==> config.mk <==
export PLATFORM = sky130hd
export DESIGN_NAME = display_scan_ctrl_flat
export DESIGN_NICKNAME = d
export VERILOG_FILES = /design/src/rtl/display_scan_if.sv /design/src/rtl/display_scan_ctrl.sv /design/src/flat_wrapper.sv
export SDC_FILE = /design/constraint.sdc
export NUM_CORES = 1
export LEC_CHECK = 0
export CAP_MARGIN = 20
export CORE_UTILIZATION = 38
export DETAILED_ROUTE_END_ITERATION = 10
export PLACE_DENSITY = 0.6
export SETUP_SLACK_MARGIN = 0.05
export SYNTH_ARGS = -nofsm -noshare
export SYNTH_HDL_FRONTEND = slang
export SYNTH_SLANG_ARGS = --single-unit
==> constraint.sdc <==
create_clock -name clk -period 3 [get_ports clk]
set_input_delay 0.45 -clock clk [delete_from_list [all_inputs] [get_ports clk]]
set_output_delay 0.45 -clock clk [all_outputs]
set_load 0.1 [all_outputs]
==> src/rtl/display_scan_if.sv <==
// Bus between the display scan controller and its client: code loading,
// handshake and the scan outputs. blink_mask exists only when SCAN_BLINK_EN
// is defined.
interface display_scan_if #(
    parameter int N_DIGITS = 4
);
    logic [5*N_DIGITS-1:0] code_in;
    logic                  load;
    logic                  ready;
    logic [4:0]            seg_code;
    logic [N_DIGITS-1:0]   digit_en;
    logic                  frame_start;
`ifdef SCAN_BLINK_EN
    logic [N_DIGITS-1:0]   blink_mask;

    modport master (
        output code_in, load, blink_mask,
        input  ready, seg_code, digit_en, frame_start
    );

    modport slave (
        input  code_in, load, blink_mask,
        output ready, seg_code, digit_en, frame_start
    );
`else
    modport master (
        output code_in, load,
        input  ready, seg_code, digit_en, frame_start
    );

    modport slave (
        input  code_in, load,
        output ready, seg_code, digit_en, frame_start
    );
`endif
endinterface

==> src/rtl/display_scan_ctrl.sv <==
// Multiplexed display scan controller: one shared 5-bit code decoder is
// stepped across N_DIGITS one-hot digit enables, with blanking gaps between
// digits. New codes are taken into a shadow register and copied into the
// displayed set only at the frame boundary, so a frame never mixes old and
// new codes. Optional macro SCAN_BLINK_EN adds per-digit blinking.
module display_scan_ctrl #(
    parameter int N_DIGITS     = 4,
    parameter int REFRESH_DIV  = 1000,
    parameter int BLANK_CYC    = 16
`ifdef SCAN_BLINK_EN
    ,
    parameter int BLINK_FRAMES = 32
`endif
) (
    input  logic          clk,
    input  logic          rst,
    display_scan_if.slave bus
);

    localparam int CNT_MAX = (REFRESH_DIV > BLANK_CYC) ? REFRESH_DIV : BLANK_CYC;
    localparam int CW      = $clog2(CNT_MAX + 1);
    localparam int IW      = $clog2(N_DIGITS);

    typedef enum logic {
        ST_BLANK,
        ST_SHOW
    } state_t;

    state_t                r_state;
    state_t                w_state_nxt;
    logic [CW-1:0]         r_cnt;
    logic [CW-1:0]         w_cnt_nxt;
    logic [IW-1:0]         r_idx;
    logic [IW-1:0]         w_idx_nxt;
    logic                  w_enter_show;
    logic                  w_frame_end;
    logic                  w_frame_first;
    logic [N_DIGITS-1:0]   w_onehot;
    logic [N_DIGITS-1:0]   w_hide;

    logic [4:0]            r_disp [N_DIGITS];
    logic [5*N_DIGITS-1:0] r_shadow;
    logic                  r_ready;
    logic [4:0]            r_seg_code;
    logic [N_DIGITS-1:0]   r_digit_en;
    logic                  r_frame_start;

    // Scan state, dwell counter and digit index
    always_ff @(posedge clk or posedge rst) begin
        if (rst) begin
            r_state <= ST_BLANK;
            r_cnt   <= '0;
            r_idx   <= '0;
        end else begin
            r_state <= w_state_nxt;
            r_cnt   <= w_cnt_nxt;
            r_idx   <= w_idx_nxt;
        end
    end

    // Next scan state: BLANK_CYC dark cycles, then REFRESH_DIV lit cycles per digit
    always_comb begin
        w_state_nxt  = r_state;
        w_cnt_nxt    = r_cnt + 1'b1;
        w_idx_nxt    = r_idx;
        w_enter_show = 1'b0;
        w_frame_end  = 1'b0;
        case (r_state)
            ST_BLANK: begin
                if (r_cnt == CW'(BLANK_CYC - 1)) begin
                    w_state_nxt  = ST_SHOW;
                    w_cnt_nxt    = '0;
                    w_enter_show = 1'b1;
                end
            end
            ST_SHOW: begin
                if (r_cnt == CW'(REFRESH_DIV - 1)) begin
                    w_state_nxt = ST_BLANK;
                    w_cnt_nxt   = '0;
                    if (r_idx == IW'(N_DIGITS - 1)) begin
                        w_idx_nxt   = '0;
                        w_frame_end = 1'b1;
                    end else begin
                        w_idx_nxt = r_idx + 1'b1;
                    end
                end
            end
            default: begin
                w_state_nxt = ST_BLANK;
                w_cnt_nxt   = '0;
                w_idx_nxt   = '0;
            end
        endcase
    end

    // One-hot enable for the digit about to be lit
    always_comb begin
        w_onehot        = '0;
        w_onehot[r_idx] = 1'b1;
    end

    assign w_frame_first = w_enter_show && (r_idx == '0);

`ifdef SCAN_BLINK_EN
    localparam int FW = $clog2(BLINK_FRAMES + 1);

    logic [FW-1:0]       r_fcnt;
    logic                r_phase;
    logic [N_DIGITS-1:0] r_mask;
    logic [N_DIGITS-1:0] w_mask_now;

    // The mask captured on the frame_start edge already applies to digit 0
    assign w_mask_now = w_frame_first ? bus.blink_mask : r_mask;
    assign w_hide     = r_phase ? w_mask_now : '0;

    // Frame counter: blink phase flips every BLINK_FRAMES frames; mask held per frame
    always_ff @(posedge clk or posedge rst) begin
        if (rst) begin
            r_fcnt  <= '0;
            r_phase <= 1'b0;
            r_mask  <= '0;
        end else begin
            if (w_frame_first) begin
                r_mask <= bus.blink_mask;
            end
            if (w_frame_end) begin
                if (r_fcnt == FW'(BLINK_FRAMES - 1)) begin
                    r_fcnt  <= '0;
                    r_phase <= ~r_phase;
                end else begin
                    r_fcnt <= r_fcnt + 1'b1;
                end
            end
        end
    end
`else
    assign w_hide = '0;
`endif

    // Registered scan outputs: code and enable change only on slot edges
    always_ff @(posedge clk or posedge rst) begin
        if (rst) begin
            r_seg_code    <= '0;
            r_digit_en    <= '0;
            r_frame_start <= 1'b0;
        end else begin
            r_frame_start <= w_frame_first;
            if (w_enter_show) begin
                r_digit_en <= w_onehot & ~w_hide;
                r_seg_code <= r_disp[r_idx];
            end else if (w_state_nxt == ST_BLANK) begin
                r_digit_en <= '0;
            end
        end
    end

    // Load into shadow while ready; commit to displayed codes at frame wrap.
    // ready low is the pending flag, so a load colliding with commit is dropped.
    always_ff @(posedge clk or posedge rst) begin
        if (rst) begin
            r_shadow <= '0;
            r_ready  <= 1'b1;
            for (int unsigned k = 0; k < N_DIGITS; k++) begin
                r_disp[k] <= '0;
            end
        end else begin
            if (w_frame_end && !r_ready) begin
                for (int unsigned k = 0; k < N_DIGITS; k++) begin
                    r_disp[k] <= r_shadow[5*k +: 5];
                end
                r_ready <= 1'b1;
            end else if (bus.load && r_ready) begin
                r_shadow <= bus.code_in;
                r_ready  <= 1'b0;
            end
        end
    end

    assign bus.ready       = r_ready;
    assign bus.seg_code    = r_seg_code;
    assign bus.digit_en    = r_digit_en;
    assign bus.frame_start = r_frame_start;

endmodule

==> src/flat_wrapper.sv <==
// flat-port wrapper written by rule: the top's interface ports become plain ports
module display_scan_ctrl_flat 
#(
    parameter int N_DIGITS     = 4,
    parameter int REFRESH_DIV  = 1000,
    parameter int BLANK_CYC    = 16

)
  (clk, rst, bus_code_in, bus_load, bus_ready, bus_seg_code, bus_digit_en, bus_frame_start);
  display_scan_if #(.N_DIGITS(N_DIGITS)) bus_i ();
  input  logic clk;
  input  logic rst;
  input wire logic [$bits(bus_i.code_in)-1:0] bus_code_in;
  input wire logic [$bits(bus_i.load)-1:0] bus_load;
  output wire logic [$bits(bus_i.ready)-1:0] bus_ready;
  output wire logic [$bits(bus_i.seg_code)-1:0] bus_seg_code;
  output wire logic [$bits(bus_i.digit_en)-1:0] bus_digit_en;
  output wire logic [$bits(bus_i.frame_start)-1:0] bus_frame_start;
  assign bus_i.code_in = bus_code_in;
  assign bus_i.load = bus_load;
  assign bus_ready = bus_i.ready;
  assign bus_seg_code = bus_i.seg_code;
  assign bus_digit_en = bus_i.digit_en;
  assign bus_frame_start = bus_i.frame_start;
  display_scan_ctrl #(.N_DIGITS(N_DIGITS), .REFRESH_DIV(REFRESH_DIV), .BLANK_CYC(BLANK_CYC)) u_core (.clk(clk), .rst(rst), .bus(bus_i));
endmodule
==> flow_metrics.py <==
metrics = {
    "sta": {
        "slew_headroom": 0.6067,
        "fin_crit_sh": 0.6485,
        "period_needed_ps": 1946,
        "whs_ps": 478.5,
        "tightest_slew_ps": 589.1,
        "hold_viol": 0,
        "fin_setup_tns_ps": 0,
        "setup_viol": 0,
        "rsz0062_at_grt": "false",
        "clock_skew_ps": 7.523,
        "drv_slew": 0,
        "fmaxAchievable_ghz": 0.5140,
    },
    "global_route": {
        "busiest_layer": "met2",
        "grtUsageMet2": 0.2208,
        "grt_max_degree": 30,
        "grt_pass1_vias": 1606,
        "antenna_found_initial": 0,
        "overflow": 0,
        "use_met3": 0.04331,
        "grtUsageMet1": 0.1966,
        "grt_pass1_wl_um": 8073,
        "grt_use_total": 0.1490,
    },
    "yosys": {
        "yosys.area.top_type": "dfrtp_1",
        "yosys.area.top_type_share": 0.5863,
        "synth-main-ff-cell": "dfrtp_1",
        "synth-seq-area-share": 0.5961,
        "syn_inst": 182,
        "synth-seq-cells": 64,
        "synth_area_sq_mm": 0.002689,
        "post-synth-top-count-cell": "dfrtp_1",
        "synthArstFlopShare": 1.000,
        "synth_edf_count": 0,
        "synth_area_leaders": "dfrtp_1 59%, mux2_2 10%, mux2_1 9.6%",
        "synth_fp_nets": 210,
        "avgSynthCellArea_sq_um": 14.77,
        "yosysUniqueCellTypes": 30,
        "synth_top_cells_by_count": "63 x dfrtp_1, 24 x mux2_2, 23 x mux2_1",
        "yosys_warnings": 0,
    },
    "critical_path": {
        "path_cells": "ha_1 -> nand3b_1 -> nor4_2 -> buf_4 -> mux2_1",
        "end_kind": "flop",
        "startpoint_type": "flop",
        "worstSetupPathType": "reg2reg",
        "slowest_stage": "dfrtp_1",
        "cp_data_required_time_ps": 3220,
        "cp.arrival_ps": 2170,
        "cp_max_fo": 11,
        "slowest_delay_ps": 640,
    },
    "cts": {
        "clock-sinks": 64,
        "cts_inserted_buffers": 9,
        "postCtsSetupBuffers": 0,
        "cts.clk_slew.worst_paths_ps": 70,
        "htree_levels": 3,
        "clk_path_buf_depth": 2,
        "root_buffer": "clkbuf_8",
        "tritoncts": "yes",
        "hold_buffers": 0,
        "clk_latency_ps": 350,
        "cts_resized": 0,
    },
    "power_and_ir_drop": {
        "report.power.total_uw": 1866,
        "ir_drop_uv": 250.3,
        "power.density_mw_per_mm2": 555.1,
        "power_leakage_uw": 0.001552,
    },
    "die": {
        "fp.dieArea_sq_mm": 0.007417,
        "initial_core_util": 0.3936,
        "rows": 30,
        "coreArea_sq_mm": 0.006832,
        "die_h_um": 86.12,
        "die_w_um": 86.12,
        "ios": 34,
    },
    "drt": {
        "ant_nets": 0,
        "dr_total_vias": 1609,
        "drt_first_pass_iters": 4,
        "wire_per_inst_um": 14.20,
        "drc_errors": 0,
        "via_per_inst": 4.951,
        "routed_wl_um": 4615,
        "drtIter0Drc": 44,
    },
    "layout": {
        "antenna_cells": 0,
        "synthToLayoutAreaGrowth_pct": 25.03,
        "nNetsFinal": 252,
        "drive_gt1_frac": 0.2926,
    },
    "place": {
        "gp_congestion": 0.6965,
        "hpwl_um": 3125,
        "io_buffers": 33,
    },
    "min_path": {
        "hold_path.class": "reg2reg",
    },
    "flow_run": {
        "maxCapViolations": 0,
    },
    "outcome": {
        "status": "finished clean",
    },
}
==> flip-flops by register name (all words and copies together), names as in the netlist <==
| signal | count |
|---|---|
| u_core.r_state | 1 |
| u_core.r_cnt | 10 |
| u_core.bus.frame_start | 1 |
| u_core.bus.digit_en | 4 |
| u_core.bus.ready | 1 |
| u_core.r_disp | 20 |
| u_core.bus.seg_code | 5 |
| u_core.r_idx | 2 |
| u_core.r_shadow | 20 |
==> worst paths after layout <==
check / startpoint / to / slack (ps) / cells after the start
min reg2reg: u_core.r_cnt[0] / u_core.r_cnt[0] / 480 / 1
max in group asynchronous: rst / u_core.bus.seg_code[1] / 1810 / 3
max reg2reg: u_core.r_idx[0] / u_core.r_disp[13] / 1050 / 5
min: u_core.r_cnt[0] / u_core.r_cnt[0] / 480 / 1
min in group asynchronous: rst / u_core.bus.frame_start / 490 / 2
max: u_core.r_idx[0] / u_core.r_disp[13] / 1050 / 5
==> power by group <==
part / switching [uW] / total, uW / internal, uW
combinational: 26.5 / 75.2 / 48.7
clock: 331 / 880 / 549
sequential: 16.8 / 911 / 894
==> placed cells by master, fill, tap and decap left out, types with 2 or more instances in the layout <==
cell | synthesis | final
nand3_1 | 2 | 2
a211oi_1 | 5 | 5
o21ai_0 | 2 | 2
nor3_1 | 3 | 3
dfrtp_1 | 63 | 63
o31ai_1 | 3 | 3
inv_1 | 5 | 4
or3_1 | 4 | 4
nand2_1 | 5 | 5
mux2_2 | 24 | 24
mux4_2 | 5 | 5
bufinv_16 | 0 | 3
clkdlybuf4s50_1 | 0 | 22
ha_1 | 5 | 5
or4_1 | 4 | 4
a32o_1 | 4 | 4
clkbuf_8 | 0 | 9
clkinv_2 | 0 | 2
xor2_1 | 3 | 3
buf_4 | 3 | 19
mux2_1 | 23 | 23
==> cell families after synthesis <==
| kind of cell | count (synthesis) | share of synthesized area |
|---|---|---|
| AO/OA/AOI/OAI | 16 | 0.04607 |
| buffers and inverters | 15 | 0.02606 |
| AND/OR/NAND/NOR | 27 | 0.06003 |
| adder cells (fa/ha/maj) | 5 | 0.02327 |
| flip-flops | 64 | 0.5961 |
| XOR/XNOR | 3 | 0.009774 |
| multiplexers | 52 | 0.2387 |
==> through the flow <==
stage                 util  worst slack (ps)  cells  area (sq um)
global route        0.4921             829.9    325          3362
finish              0.4921              1054    325          3362
CTS                 0.4921             986.3    325          3362
global placement    0.4577              1071    309          3127
floorplan                -             953.6    182          2689
detailed placement  0.4577              1013    309          3127
==> critical path: cells and delay by family, from the launching register on <==
kind / cells / cell delay, ps
buffers and inverters: 1 / 250
muxes: 1 / 330
adders and majority gates: 1 / 270
DFF: 1 / 640
and+or+nand+nor: 2 / 320
==> metal layers <==
metal,up-vias,part of all wire
met5,-,0
met4,0,0.026
met3,10,0.038
met2,35,0.46
li1,750,-
met1,814,0.47
==> layout make-up <==
type / instances / area [sq um]
clock buffers: 10 / 127.6
multi-input cells: 103 / 1022
clock inverters: 6 / 107.6
inverters: 5 / 18.77
fillers: 620 / 3470
repair buffers: 41 / 362.8
well taps: 96 / 120.1
flip-flops and latches: 64 / 1603
No activity file was read; power rests on OpenSTA's default activity.
